<file path="config.mk">
export PLATFORM = sky130hd
export DESIGN_NAME = cpu_wb_bridge
export DESIGN_NICKNAME = d
export VERILOG_FILES = /design/src/rtl/cpu_bus_pkg.sv /design/src/rtl/cpu_wb_bridge.sv
export SDC_FILE = /design/constraint.sdc
export NUM_CORES = 1
export LEC_CHECK = 0
export BUFFER_PORTS_ARGS = -buffer_cell sky130_fd_sc_hd__buf_2
export CORE_MARGIN = 5
export CORE_UTILIZATION = 35
export CTS_CLUSTER_SIZE = 20
export DETAILED_ROUTE_END_ITERATION = 10
export PLACE_DENSITY = 0.7
export SLEW_MARGIN = 25
export SYNTH_ARGS = -nofsm -noshare
export SYNTH_HDL_FRONTEND = slang
export SYNTH_SLANG_ARGS = --single-unit
</file>
<file path="constraint.sdc">
create_clock -name clk -period 1.6 [get_ports clk]
set_clock_uncertainty 0.1 [all_clocks]
set_input_delay 0.48 -clock clk [delete_from_list [all_inputs] [get_ports clk]]
set_output_delay 0.48 -clock clk [all_outputs]
set_load 0.02 [all_outputs]
</file>
<file path="src/rtl/cpu_bus_pkg.sv">
// cpu_bus_pkg: constants shared by the CPU-to-Wishbone bridge.
//   - bridge state encoding (IDLE / BUS / DONE)
//   - SEL_ALL   : byte-select pattern for full-word accesses
//   - ERR_RDATA : load data returned when a cycle ends in error or timeout
package cpu_bus_pkg;

  localparam logic [1:0] ST_IDLE = 2'd0;
  localparam logic [1:0] ST_BUS  = 2'd1;
  localparam logic [1:0] ST_DONE = 2'd2;

  localparam logic [3:0]  SEL_ALL   = 4'b1111;
  localparam logic [31:0] ERR_RDATA = 32'h0000_0000;

endpackage

</file>
<file path="src/rtl/cpu_wb_bridge.sv">
// cpu_wb_bridge: turns one CPU memory strobe into one classic Wishbone B3
// single read/write cycle and returns a one-cycle ready pulse to the CPU.
// One access is in flight at a time.
//
// Ports:
//   clk, reset            clock (rising edge) and async active-low reset
//   cpu_stb_i/we_i        access request and direction from the CPU
//   cpu_addr_i/dat_i      byte address and store data from the CPU
//   cpu_dat_o             load data (held until the next read completes)
//   cpu_ready_o           one-cycle completion pulse
//   wb_cyc_o/stb_o/we_o   Wishbone cycle, strobe, write enable
//   wb_adr_o/dat_o/sel_o  word-aligned address, write data, byte selects
//   wb_dat_i/ack_i/err_i  Wishbone read data, acknowledge, error
//   bus_err_o             sticky error flag, cleared only by reset
//
// Build option: define CPU_WB_TIMEOUT_EN to end a BUS phase that has seen
// no ack/err for TIMEOUT_CYC cycles, exactly as if wb_err_i had arrived.
module cpu_wb_bridge
  import cpu_bus_pkg::*;
#(
  parameter int ADDR_W      = 32,
  parameter int DATA_W      = 32,
  parameter int TIMEOUT_CYC = 255
) (
  input  logic              clk,
  input  logic              reset,
  input  logic              cpu_stb_i,
  input  logic              cpu_we_i,
  input  logic [ADDR_W-1:0] cpu_addr_i,
  input  logic [DATA_W-1:0] cpu_dat_i,
  output logic [DATA_W-1:0] cpu_dat_o,
  output logic              cpu_ready_o,
  output logic              wb_cyc_o,
  output logic              wb_stb_o,
  output logic              wb_we_o,
  output logic [ADDR_W-1:0] wb_adr_o,
  output logic [DATA_W-1:0] wb_dat_o,
  output logic [3:0]        wb_sel_o,
  input  logic [DATA_W-1:0] wb_dat_i,
  input  logic              wb_ack_i,
  input  logic              wb_err_i,
  output logic              bus_err_o
);

  logic [1:0]        state_r;
  logic              cyc_r;
  logic              we_r;
  logic [ADDR_W-1:0] adr_r;
  logic [DATA_W-1:0] wdat_r;
  logic [DATA_W-1:0] rdat_r;
  logic              ready_r;
  logic              bus_err_r;
  logic              tmo_s;
  logic              unused_s;

  // The two byte-offset address bits never reach the word-addressed bus.
  assign unused_s = ^cpu_addr_i[1:0];

`ifdef CPU_WB_TIMEOUT_EN
  localparam int TMO_W = ($clog2(TIMEOUT_CYC + 1) > 8) ? $clog2(TIMEOUT_CYC + 1) : 8;

  logic [TMO_W-1:0] tmo_cnt_r;

  // Count BUS cycles; the count restarts from zero every time BUS is entered.
  always_ff @(posedge clk or negedge reset) begin
    if (!reset) begin
      tmo_cnt_r <= {TMO_W{1'b0}};
    end else if (state_r == ST_BUS) begin
      tmo_cnt_r <= tmo_cnt_r + {{(TMO_W-1){1'b0}}, 1'b1};
    end else begin
      tmo_cnt_r <= {TMO_W{1'b0}};
    end
  end

  // The count holds k-1 during the k-th BUS cycle, so compare against
  // TIMEOUT_CYC-1 to end the cycle after exactly TIMEOUT_CYC BUS cycles.
  assign tmo_s = (state_r == ST_BUS) && (tmo_cnt_r == TMO_W'(TIMEOUT_CYC - 1));
`else
  localparam int TMO_CFG_UNUSED = TIMEOUT_CYC;

  assign tmo_s = 1'b0;
`endif

  // Bridge FSM: launch in IDLE, wait for ack/err in BUS, pulse ready in DONE.
  always_ff @(posedge clk or negedge reset) begin
    if (!reset) begin
      state_r   <= ST_IDLE;
      cyc_r     <= 1'b0;
      we_r      <= 1'b0;
      adr_r     <= {ADDR_W{1'b0}};
      wdat_r    <= {DATA_W{1'b0}};
      rdat_r    <= {DATA_W{1'b0}};
      ready_r   <= 1'b0;
      bus_err_r <= 1'b0;
    end else begin
      case (state_r)
        ST_IDLE: begin
          ready_r <= 1'b0;
          if (cpu_stb_i) begin
            adr_r   <= {cpu_addr_i[ADDR_W-1:2], 2'b00};
            we_r    <= cpu_we_i;
            wdat_r  <= cpu_dat_i;
            cyc_r   <= 1'b1;
            state_r <= ST_BUS;
          end else begin
            state_r <= ST_IDLE;
          end
        end
        ST_BUS: begin
          // err (or a timeout) takes priority over a simultaneous ack
          if (wb_err_i || tmo_s) begin
            cyc_r     <= 1'b0;
            ready_r   <= 1'b1;
            bus_err_r <= 1'b1;
            if (!we_r) begin
              rdat_r <= ERR_RDATA;
            end else begin
              rdat_r <= rdat_r;
            end
            state_r <= ST_DONE;
          end else if (wb_ack_i) begin
            cyc_r   <= 1'b0;
            ready_r <= 1'b1;
            if (!we_r) begin
              rdat_r <= wb_dat_i;
            end else begin
              rdat_r <= rdat_r;
            end
            state_r <= ST_DONE;
          end else begin
            state_r <= ST_BUS;
          end
        end
        ST_DONE: begin
          ready_r <= 1'b0;
          state_r <= ST_IDLE;
        end
        default: begin
          cyc_r   <= 1'b0;
          ready_r <= 1'b0;
          state_r <= ST_IDLE;
        end
      endcase
    end
  end

  assign wb_cyc_o    = cyc_r;
  assign wb_stb_o    = cyc_r;
  assign wb_we_o     = we_r;
  assign wb_adr_o    = adr_r;
  assign wb_dat_o    = wdat_r;
  assign wb_sel_o    = SEL_ALL;
  assign cpu_dat_o   = rdat_r;
  assign cpu_ready_o = ready_r;
  assign bus_err_o   = bus_err_r;

endmodule

</file>
== Word-level counts from Yosys, hierarchy flattened ==
Index checks and enable logic that the tools add are counted.
Cells by class
  multiplexer cells: 15
  bitwise logic cells: 2
  equal/unequal tests: 4
  reduce and logical (&&, ||, !) cells: 6
Operator list (number)
  2-to-1 mux 32 bit: 4
  2-to-1 mux 1 bit: 7
  AND reduction 3 bit: 2
  2-to-1 mux 2 bit: 2
  one-hot mux 2 bit (2 select lines): 1
  AND reduction 2 bit: 2
  inequality test 3 bit, second input constant: 1
  one-hot mux 1 bit (3 select lines): 1
  == test 2 x 1 -> 1 bit, second input constant: 1
  == test 2 bit, second input constant: 1
  zero test 2 bit: 1
  inequality test 2 bit, second input constant: 1
  NOT 1 bit: 2
  nonzero test 2 bit: 1
Word-level totals
  flip-flop bits (word level): 100
  output and inout bits: 105
  logic and storage cells: 35
  input port bits: 102

== Depth between registers and ports, before layout ==
Gate-level depths: netlist (run 1).
  depth after elaboration: 3
  mapped depth: 5
  mapped depth without buffers: 3

== Least setup slack after synthesis (run 1) ==
OpenSTA, ideal clock, no wires.
  path kind: input to register
  start point: input cpu_stb_i
  end point: register adr_r[31] (netlist: wb_adr_o[31])
  library setup time: 0.125 ns
  data arrival time: 1.427 ns
  cell stages on the path: 5
  path buffers: 2
  data required time: 1.375 ns
  path slack: -0.052 ns
  cell sequence: nor2b_1 > nor2b_1 > buf_4 > buf_6 > mux2_2
On the way
  longest elaborated chain between the ends: 1
Ends and longest elaborated chain
  from (decl): line cpu_wb_bridge.sv:27  | input logic cpu_stb_i,
  AND reduction 2 bit (no line)
  to (signal assigned): line cpu_wb_bridge.sv:90  | adr_r <= {ADDR_W{1'b0}};
  to (signal assigned): line cpu_wb_bridge.sv:100  | adr_r <= {cpu_addr_i[ADDR_W-1:2], 2'b00};
  to (decl): line cpu_wb_bridge.sv:48  | logic [ADDR_W-1:0] adr_r;
Every way passes these cells.
A chain may end at the register's enable or synchronous reset.

== Worst setup path in the final report (run 1) ==
  start point: register state_r[0]
  end point: register adr_r[29] (netlist: wb_adr_o[29])
On the way
  longest elaborated chain between the ends: 2
Ends and longest elaborated chain
  from (decl): line cpu_wb_bridge.sv:45  | logic [1:0] state_r;
  from (signal assigned): line cpu_wb_bridge.sv:87  | state_r <= ST_IDLE;
  from (signal assigned): line cpu_wb_bridge.sv:104  | state_r <= ST_BUS;
  from (signal assigned): line cpu_wb_bridge.sv:106  | state_r <= ST_IDLE;
  zero test 2 bit: line cpu_wb_bridge.sv:96  | case (state_r)
  AND reduction 2 bit (no line)
Every way passes these cells.

==> results of run 1 <==
Yosys cell counts, drive strengths merged:
cell,number,area [um^2]
conb,2,7.51
nor2b,33,206
inv,2,7.51
nand2b,1,6.26
nor3,2,21.3
mux2,95,1070
a21oi,2,10.0
dfrtp,100,2500
and2b,1,7.51
nor2,4,17.5
buf,17,161
o22ai,1,6.26
clkbuf,3,11.3
o21bai,1,7.51
metal layers:
| metal | up-vias | track usage (%) | part of all wire, % |
|---|---|---|---|
| met5 | - | 0 | 0 |
| met4 | 0 | 5.38 | 1.7 |
| met3 | 14 | 4.42 | 7.1 |
| met2 | 113 | 22.8 | 49 |
| met1 | 1396 | 15.5 | 42 |
| li1 | 1311 | - | - |
cell families after synthesis:
group / after synthesis / share of synthesized area, %
other: 2 / 0.186
AND/OR/NAND/NOR: 41 / 6.41
buffers and inverters: 22 / 4.46
flip-flops: 100 / 61.9
AO/OA/AOI/OAI: 4 / 0.588
multiplexers: 95 / 26.5
area by class of cell:
cell class	instances	area (um^2)	area share (%)
sequential	100	2500	42.1
multi-input combinational	146	1640	27.6
timing repair buffer	219	1340	22.6
clock buffer	12	246	4.15
tap	143	179	3.01
clock inverter	4	25.0	0.421
inverter	2	7.51	0.126
antenna	1	2.50	0.0421
metrics by stage:
step / TNS [ps] / util [%]
after floorplan: 0 / -
after global placement: -8960 / 45.8
after detailed placement: -10620 / 45.8
after CTS: -563 / 48.2
after global routing: -3190 / 52.3
final: -429 / 52.3
flip-flops by register name, indices dropped and copies added, names as in the netlist:
signal and cells:
wb_cyc_o 1, state_r 2, wb_adr_o 30, wb_we_o 1, wb_dat_o 32, cpu_ready_o 1
bus_err_o 1, cpu_dat_o 32
what timing repair did:
action                                  CTS  global route
gates resized for setup                   0            70
endpoints found under the setup margin   39            89
gates cloned                              0             7
pin swaps                                 0             1
hold buffers                              0             0
buffers inserted                          0             3
critical path, delay by kind of cell, from the launching register on:
| kind | cells | cell delay (ps) |
|---|---|---|
| multiplexers | 1 | 330 |
| flip-flops | 1 | 450 |
| AND/OR/NAND/NOR | 2 | 300 |
| buffers and inverters | 2 | 330 |
how the worst max path moves through the flow:
| stage | endpoint | slack [ps] | depth (start not counted) |
|---|---|---|---|
| after global placement | wb_dat_o[28] | -150 | 5 |
| after floorplan | wb_adr_o[31] | 2 | 5 |
| after detailed placement | wb_dat_o[25] | -180 | 5 |
| after CTS | wb_dat_o[22] | -40 | 4 |
| final | wb_adr_o[29] | -30 | 5 |
| after global routing | wb_dat_o[20] | -70 | 5 |
report_power, final:
group          switching (mW)  leakage [nW]  internal, mW
logic                    2.40          1.70          2.25
registers               0.541          1.20          3.53
clock network           0.913         0.129          1.09
==> impl_metrics.tcl, run 1 <==
set metrics [dict create \
    placed_cells 600 \
    end_kind "flip-flop" \
    drcViolationCount 0 \
    gr-total-overflow 0 \
    yosys_warnings 0 \
    mostFrequentLayoutCell "buf_2" \
    cts.sinks 100 \
    crit_start "state_r[0]" \
    cts_buffer_depth 2 \
    ant_nets 0 \
    timing.final.crit_period_ps 1630 \
    clk_latency_ps 330 \
    io_pins 207 \
    worstHoldPathType "input pin to asynchronous set/reset pin" \
    grt_pass1_vias 3101 \
    violations "setup timing" \
    row_count 39 \
    cts-buffers-inserted 9 \
    dp_hpwl_um 6830 \
    die_area_um2 13800 \
    initial_core_util_pct 35.6 \
    crit_fanout 11 \
    fin_nets 580 \
    final_cells 627 \
    cts_root_buf "clkbuf_16" \
    r2r_start "state_r[0]" \
    die_h_um 117 \
    port_buffers 198 \
    setup_viol 26 \
    cts_tree "done" \
    holdWs_ps 107 \
    ys_seq_area_share_pct 61.9 \
    fillers 961 \
    tightest_slew_ps 519 \
    wl_um 10600 \
    worst_slack_ps -28.6 \
    drt-pass1-iter-count 4 \
    cp_slowest_cell "dfrtp_2" \
    critPathKind "flip-flop to flip-flop" \
    rsz0062_at_grt "yes" \
    place.gp.congestion 0.688 \
    ys_ff_latch 100 \
    worstRegToRegCells 5 \
    critPathRequiredTime_ps 1710 \
    max_stage_delay_ps 450 \
    power_mw 10.7 \
    synthCells 264 \
    fin_crit_sh_pct 102 \
    status "complete, but fails checks" \
    hold_viol 0 \
    p_leak_nw 3.03 \
    first_iter_violations 74 \
    timing.fmax_mhz 614 \
    dpl-instance-area_um2 5200 \
    fin_area_um2 5940 \
    timing.rr.end "wb_adr_o[29]" \
    grt_max_degree 101 \
    vdd_drop_max_uv 815 \
    floorplan.die.width_um 117 \
    path_clk_slew_ps 70 \
    maxSlewViolCount 0 \
    crit_path_cell_trace "nor2b_4 -> nor2b_4 -> buf_12 -> clkbuf_16 -> mux2_2" \
    synth_cell_types 18 \
    avgSynthCellArea_um2 15.3 \
    vias_per_cell 4.52 \
    layout-drive-gt1-share_pct 68.1 \
    cp_common_cell "nor2b_4" \
    vias 2834 \
    preCtsSetupSlack_ps -182 \
    core-area_um2 11400 \
    r2r_slack_ps -30 \
    max_cap_viol_count 0 \
    grt_pass1_wl_um 15400 \
    mappedNetlistArea_um2 4040 \
    cp.arrival_ps 1740 \
    power_density_nw_per_um2 1810 \
    track_usage_pct 13.4 \
    htree_levels 3 \
    grt_antenna_before_repair 1 \
    mostFrequentLayoutCells "buf_2 (197), dfrtp_1 (99), mux2_4 (64)" \
    start_kind "flip-flop" \
    slew_headroom_pct 65.4 \
    wl_per_cell_um 17.0 \
    syn_to_final_growth_pct 47.0 \
]
No activity file was read; power rests on OpenSTA's default activity.
==> run 2, diff against run 1 <==
CELL_PAD_IN_SITES_DETAIL_PLACEMENT = 0   (was unset)
CELL_PAD_IN_SITES_GLOBAL_PLACEMENT = 1   (was unset)
CORE_UTILIZATION = 32   (was 35)
PLACE_DENSITY = 0.8   (was 0.7)
==> run 2 against run 1 <==
Compared with the run above:
- the run now ends clean
- worst setup slack gained 29 ps
- power decreased by 2.7%
- critical path type unchanged
- largest cell class unchanged
- final cell count rose by 4.5%
==> impl_metrics.tcl, run 2 (synthesized netlist as in run 1, its figures left out) <==
set metrics [dict create \
    wl_per_cell_um 15.4 \
    first_iter_violations 74 \
    holdWs_ps 78.5 \
    end_kind "flip-flop" \
    vdd_drop_max_uv 699 \
    diodes 0 \
    die_h_um 122 \
    fin_crit_sh_pct 100 \
    crit_fanout 6 \
    row_count 41 \
    power_mw 10.4 \
    vias_per_cell 4.35 \
    path_clk_slew_ps 70 \
    start_kind "flip-flop" \
    power_density_nw_per_um2 1800 \
    drt-pass1-iter-count 4 \
    timing.fmax_mhz 625 \
    clk_latency_ps 340 \
    p_leak_nw 2.90 \
    initial_core_util_pct 32.3 \
    critPathRequiredTime_ps 1730 \
    crit_path_cell_trace "nor2b_4 -> nor2b_4 -> buf_6 -> clkbuf_16 -> mux2_2" \
    place.gp.congestion 0.694 \
    postCtsHoldBufs 0 \
    drcViolationCount 0 \
    setup_viol 0 \
    critPathKind "flip-flop to flip-flop" \
    syn_to_final_growth_pct 43.4 \
    cp.arrival_ps 1730 \
    mostFrequentLayoutCells "buf_2 (197), dfrtp_1 (100), mux2_2 (74)" \
    slew_headroom_pct 63.7 \
    port_buffers 198 \
    cts_root_buf "clkbuf_16" \
    hold_viol 0 \
    gr-total-overflow 0 \
    die_area_um2 15000 \
    track_usage_pct 12.7 \
    cts_tree "done" \
    layout-drive-gt1-share_pct 66.9 \
    io_pins 207 \
    htree_levels 3 \
    rsz0062_at_grt "yes" \
    timing.final.crit_period_ps 1600 \
    max_cap_viol_count 0 \
    worstHoldPathType "input pin to asynchronous set/reset pin" \
    cts.sinks 100 \
    vias 2846 \
    floorplan.die.width_um 122 \
    cts_buffer_depth 2 \
    tightest_slew_ps 545 \
    dp_hpwl_um 6700 \
    mostFrequentLayoutCell "buf_2" \
    grt_antenna_before_repair 0 \
    dpl-instance-area_um2 5240 \
    status "complete, no violations" \
    maxSlewViolCount 0 \
    fin_nets 580 \
    fin_area_um2 5800 \
    grt_pass1_wl_um 14700 \
    ant_nets 0 \
    cp_slowest_cell "dfrtp_1" \
    cp_common_cell "nor2b_4" \
    max_stage_delay_ps 410 \
    tns_ps 0 \
    core-area_um2 12500 \
    grt_pass1_vias 3029 \
    cts-buffers-inserted 9 \
    wl_um 10100 \
    grt_max_degree 101 \
]
run 2: changes by cell type in the layout (fill, tap and decap cells not counted), sizes merged:
cell | before | now
clkbuf | 17 | 16
bufbuf | 0 | 1
clkinv | 2 | 3
diode | 1 | 0
clkinvlp | 2 | 0
bufinv | 0 | 1
run 2: metrics by stage:
step / utilization [%] / setup WS [ps] / instances
final: 46.3 / 0.520 / 655
after floorplan: - / 1.72 / 268
after CTS: 45.0 / -29.1 / 648
after global routing: 46.3 / -64.3 / 655
after global placement: 41.9 / -146 / 627
after detailed placement: 41.9 / -175 / 627
run 2: final cells by class:
type	count	area, um^2
Tap cell	172	215
Fill cell	1209	6720
Multi-Input combinational cell	146	1440
Clock buffer	12	246
Sequential cell	100	2500
Inverter	2	7.51
Timing Repair Buffer	219	1340
Clock inverter	4	48.8
run 2: timing repair:
action                     in CTS  in global routing
cloned                          2                  4
gates resized for setup         5                 10
setup endpoints to repair      40                 95
setup buffers                   3                  3
run 2: path summary, 6_finish.rpt:
| kind | slack [ps] | startpoint | end | cells after the start |
|---|---|---|---|---|
| min reg2reg | 380 | wb_dat_o[7] | wb_dat_o[7] | 1 |
| max in group asynchronous | 900 | reset | wb_dat_o[25] | 2 |
| min | 80 | reset | cpu_dat_o[18] | 2 |
| max reg2reg | 0.5 | state_r[0] | wb_dat_o[17] | 5 |
| min in group clk | 260 | cpu_dat_i[3] | wb_dat_o[3] | 2 |
| max | 0.5 | state_r[0] | wb_dat_o[17] | 5 |
run 2: power by group:
group	internal, mW	total [mW]	switching [mW]
logic	1.91	4.25	2.34
registers	3.52	4.02	0.494
clock network	1.25	2.18	0.922
run 2: metal layers:
layer  global-route usage [%]  routed length, um  vias to the layer above  part of all wire [%]
li1                         -                  -                     1313                     -
met1                     15.0               4120                     1384                    41
met2                     20.4               4800                      130                    48
met3                     4.19                910                       19                   9.0
met4                     6.72                235                        0                   2.3
met5                        0                  0                        -                     0
run 2: critical path, delay by kind of cell (launching register included):
kind | cells | cell delay, ps
and+or+nand+nor | 2 | 310
DFF | 1 | 410
muxes | 1 | 320
buffers and inverters | 2 | 340
==> run 3, diff against run 2 <==
REMOVE_ABC_BUFFERS = 1   (was unset)
==> run 3 against run 2 <==
Compared with the run above:
- the run now ends with setup timing left
- worst setup slack worse by 13 ps
- sequential share of layout area down 0.53 points
- sequential cell count unchanged
==> impl_metrics.tcl, run 3 (synthesized netlist as in run 1, its figures left out) <==
set metrics [dict create \
    status "complete, but fails checks" \
    violations "setup timing" \
    critPathKind "flip-flop to flip-flop" \
    critPathRequiredTime_ps 1730 \
    layout-drive-gt1-share_pct 67.6 \
    fin_area_um2 5870 \
    cp_slowest_cell "dfrtp_1" \
    critical_path_buf_inv_count 3 \
    row_count 41 \
    vias 2856 \
    placed_cells 629 \
    max_stage_delay_ps 390 \
    maxSlewViolCount 0 \
    dp_hpwl_um 7090 \
    vdd_drop_max_uv 835 \
    tns_ps -99.5 \
    grt_pass1_vias 3123 \
    ant_nets 0 \
    setup_viol 13 \
    io_pins 207 \
    end_kind "flip-flop" \
    core-area_um2 12500 \
    drcViolationCount 0 \
    floorplan.die.width_um 122 \
    cp.arrival_ps 1740 \
    start_kind "flip-flop" \
    cts-buffers-inserted 9 \
    die_area_um2 15000 \
    hold_viol 0 \
    fin_nets 580 \
    cts_root_buf "clkbuf_16" \
    cts_tree "done" \
    preCtsSetupSlack_ps -264 \
    critPathTopFamily "flip-flops" \
    syn_to_final_growth_pct 45.2 \
    diodes 0 \
    fin_crit_sh_pct 101 \
    first_iter_violations 74 \
    rsz0062_at_grt "yes" \
    mostFrequentLayoutCell "buf_2" \
    max_cap_viol_count 0 \
    p_leak_nw 2.94 \
    port_buffers 198 \
    drt-pass1-iter-count 4 \
    die_h_um 122 \
    wl_per_cell_um 15.3 \
    crit_fanout 11 \
    gr-total-overflow 0 \
    path_clk_slew_ps 70 \
    power_density_nw_per_um2 1860 \
    track_usage_pct 13.5 \
    r2r_slack_ps -10 \
    grt_max_degree 51 \
    place.gp.congestion 0.725 \
    worstHoldPathType "input pin to asynchronous set/reset pin" \
    cts.sinks 100 \
    final_cells 654 \
    timing.final.crit_period_ps 1610 \
    worst_slack_ps -12.0 \
    htree_levels 3 \
    clk_latency_ps 340 \
    vias_per_cell 4.37 \
    cts_buffer_depth 2 \
    grt_pass1_wl_um 15600 \
    dpl-instance-area_um2 5250 \
    fillers 1172 \
    timing.fmax_mhz 620 \
    crit_path_cell_trace "nor2b_2 -> nor2b_4 -> buf_6 -> buf_8 -> buf_16 -> mux2_2" \
    grt_antenna_before_repair 0 \
    initial_core_util_pct 32.3 \
    mostFrequentLayoutCells "buf_2 (197), dfrtp_1 (100), mux2_2 (70)" \
    utilization_pct 46.9 \
    wl_um 9980 \
]
## run 3: what timing repair did
item | CTS | global route
endpoints found under the setup margin | 63 | 90
setup buffers | 6 | 0
cloned | 4 | 1
endpoints found under the hold margin | 0 | 0
resized for setup | 12 | 17
hold buffers | 0 | 0
## run 3: worst paths after layout
check,start,cells after the start,end
max in group asynchronous,reset,2,cpu_dat_o[9]
min in group clk,cpu_dat_i[12],2,wb_dat_o[12]
hold / removal,reset,2,wb_dat_o[4]
setup / recovery,state_r[0],6,wb_we_o
hold reg to reg,bus_err_o,1,bus_err_o
setup reg to reg,state_r[0],6,wb_we_o
## run 3: per-layer routing
layer / share of wire (%) / up-vias / global-route usage (%)
met3: 10 / 13 / 5.35
met2: 48 / 134 / 21.6
met4: 2.1 / 0 / 6.51
met5: 0 / - / 0
li1: - / 1317 / -
met1: 39 / 1392 / 16.0
## run 3: final cells by class
cell class	count	area, um^2	area share, %
multi-input cells	146	1460	24.8
inverters	2	7.51	0.128
well taps	172	215	3.67
repair buffers	219	1310	22.4
clock buffers	11	253	4.31
clock inverters	4	120	2.05
flip-flops and latches	100	2500	42.6
## run 3: per-stage QoR
stage / hold WS (ps) / total power [mW]
floorplan: 84.4 / 6.46
global placement: 361 / 7.93
detailed placement: 361 / 8.05
CTS: 19.7 / 11.0
global route: 33.0 / 11.5
finish: 16.6 / 10.9
## run 3: report_power, final
| group | switching (mW) | internal (mW) | total (mW) |
|---|---|---|---|
| Combinational | 2.32 | 1.90 | 4.23 |
| Clock | 0.898 | 1.76 | 2.66 |
| Sequential | 0.505 | 3.53 | 4.03 |
| Total | 3.73 | 7.19 | 10.9 |
## run 3: worst register-to-register path, stage by stage, from the launching register on
cell and delay, ps:
dfrtp_1 390, nor2b_2 130, nor2b_4 160, buf_6 120, buf_8 120, buf_16 140, mux2_2 330
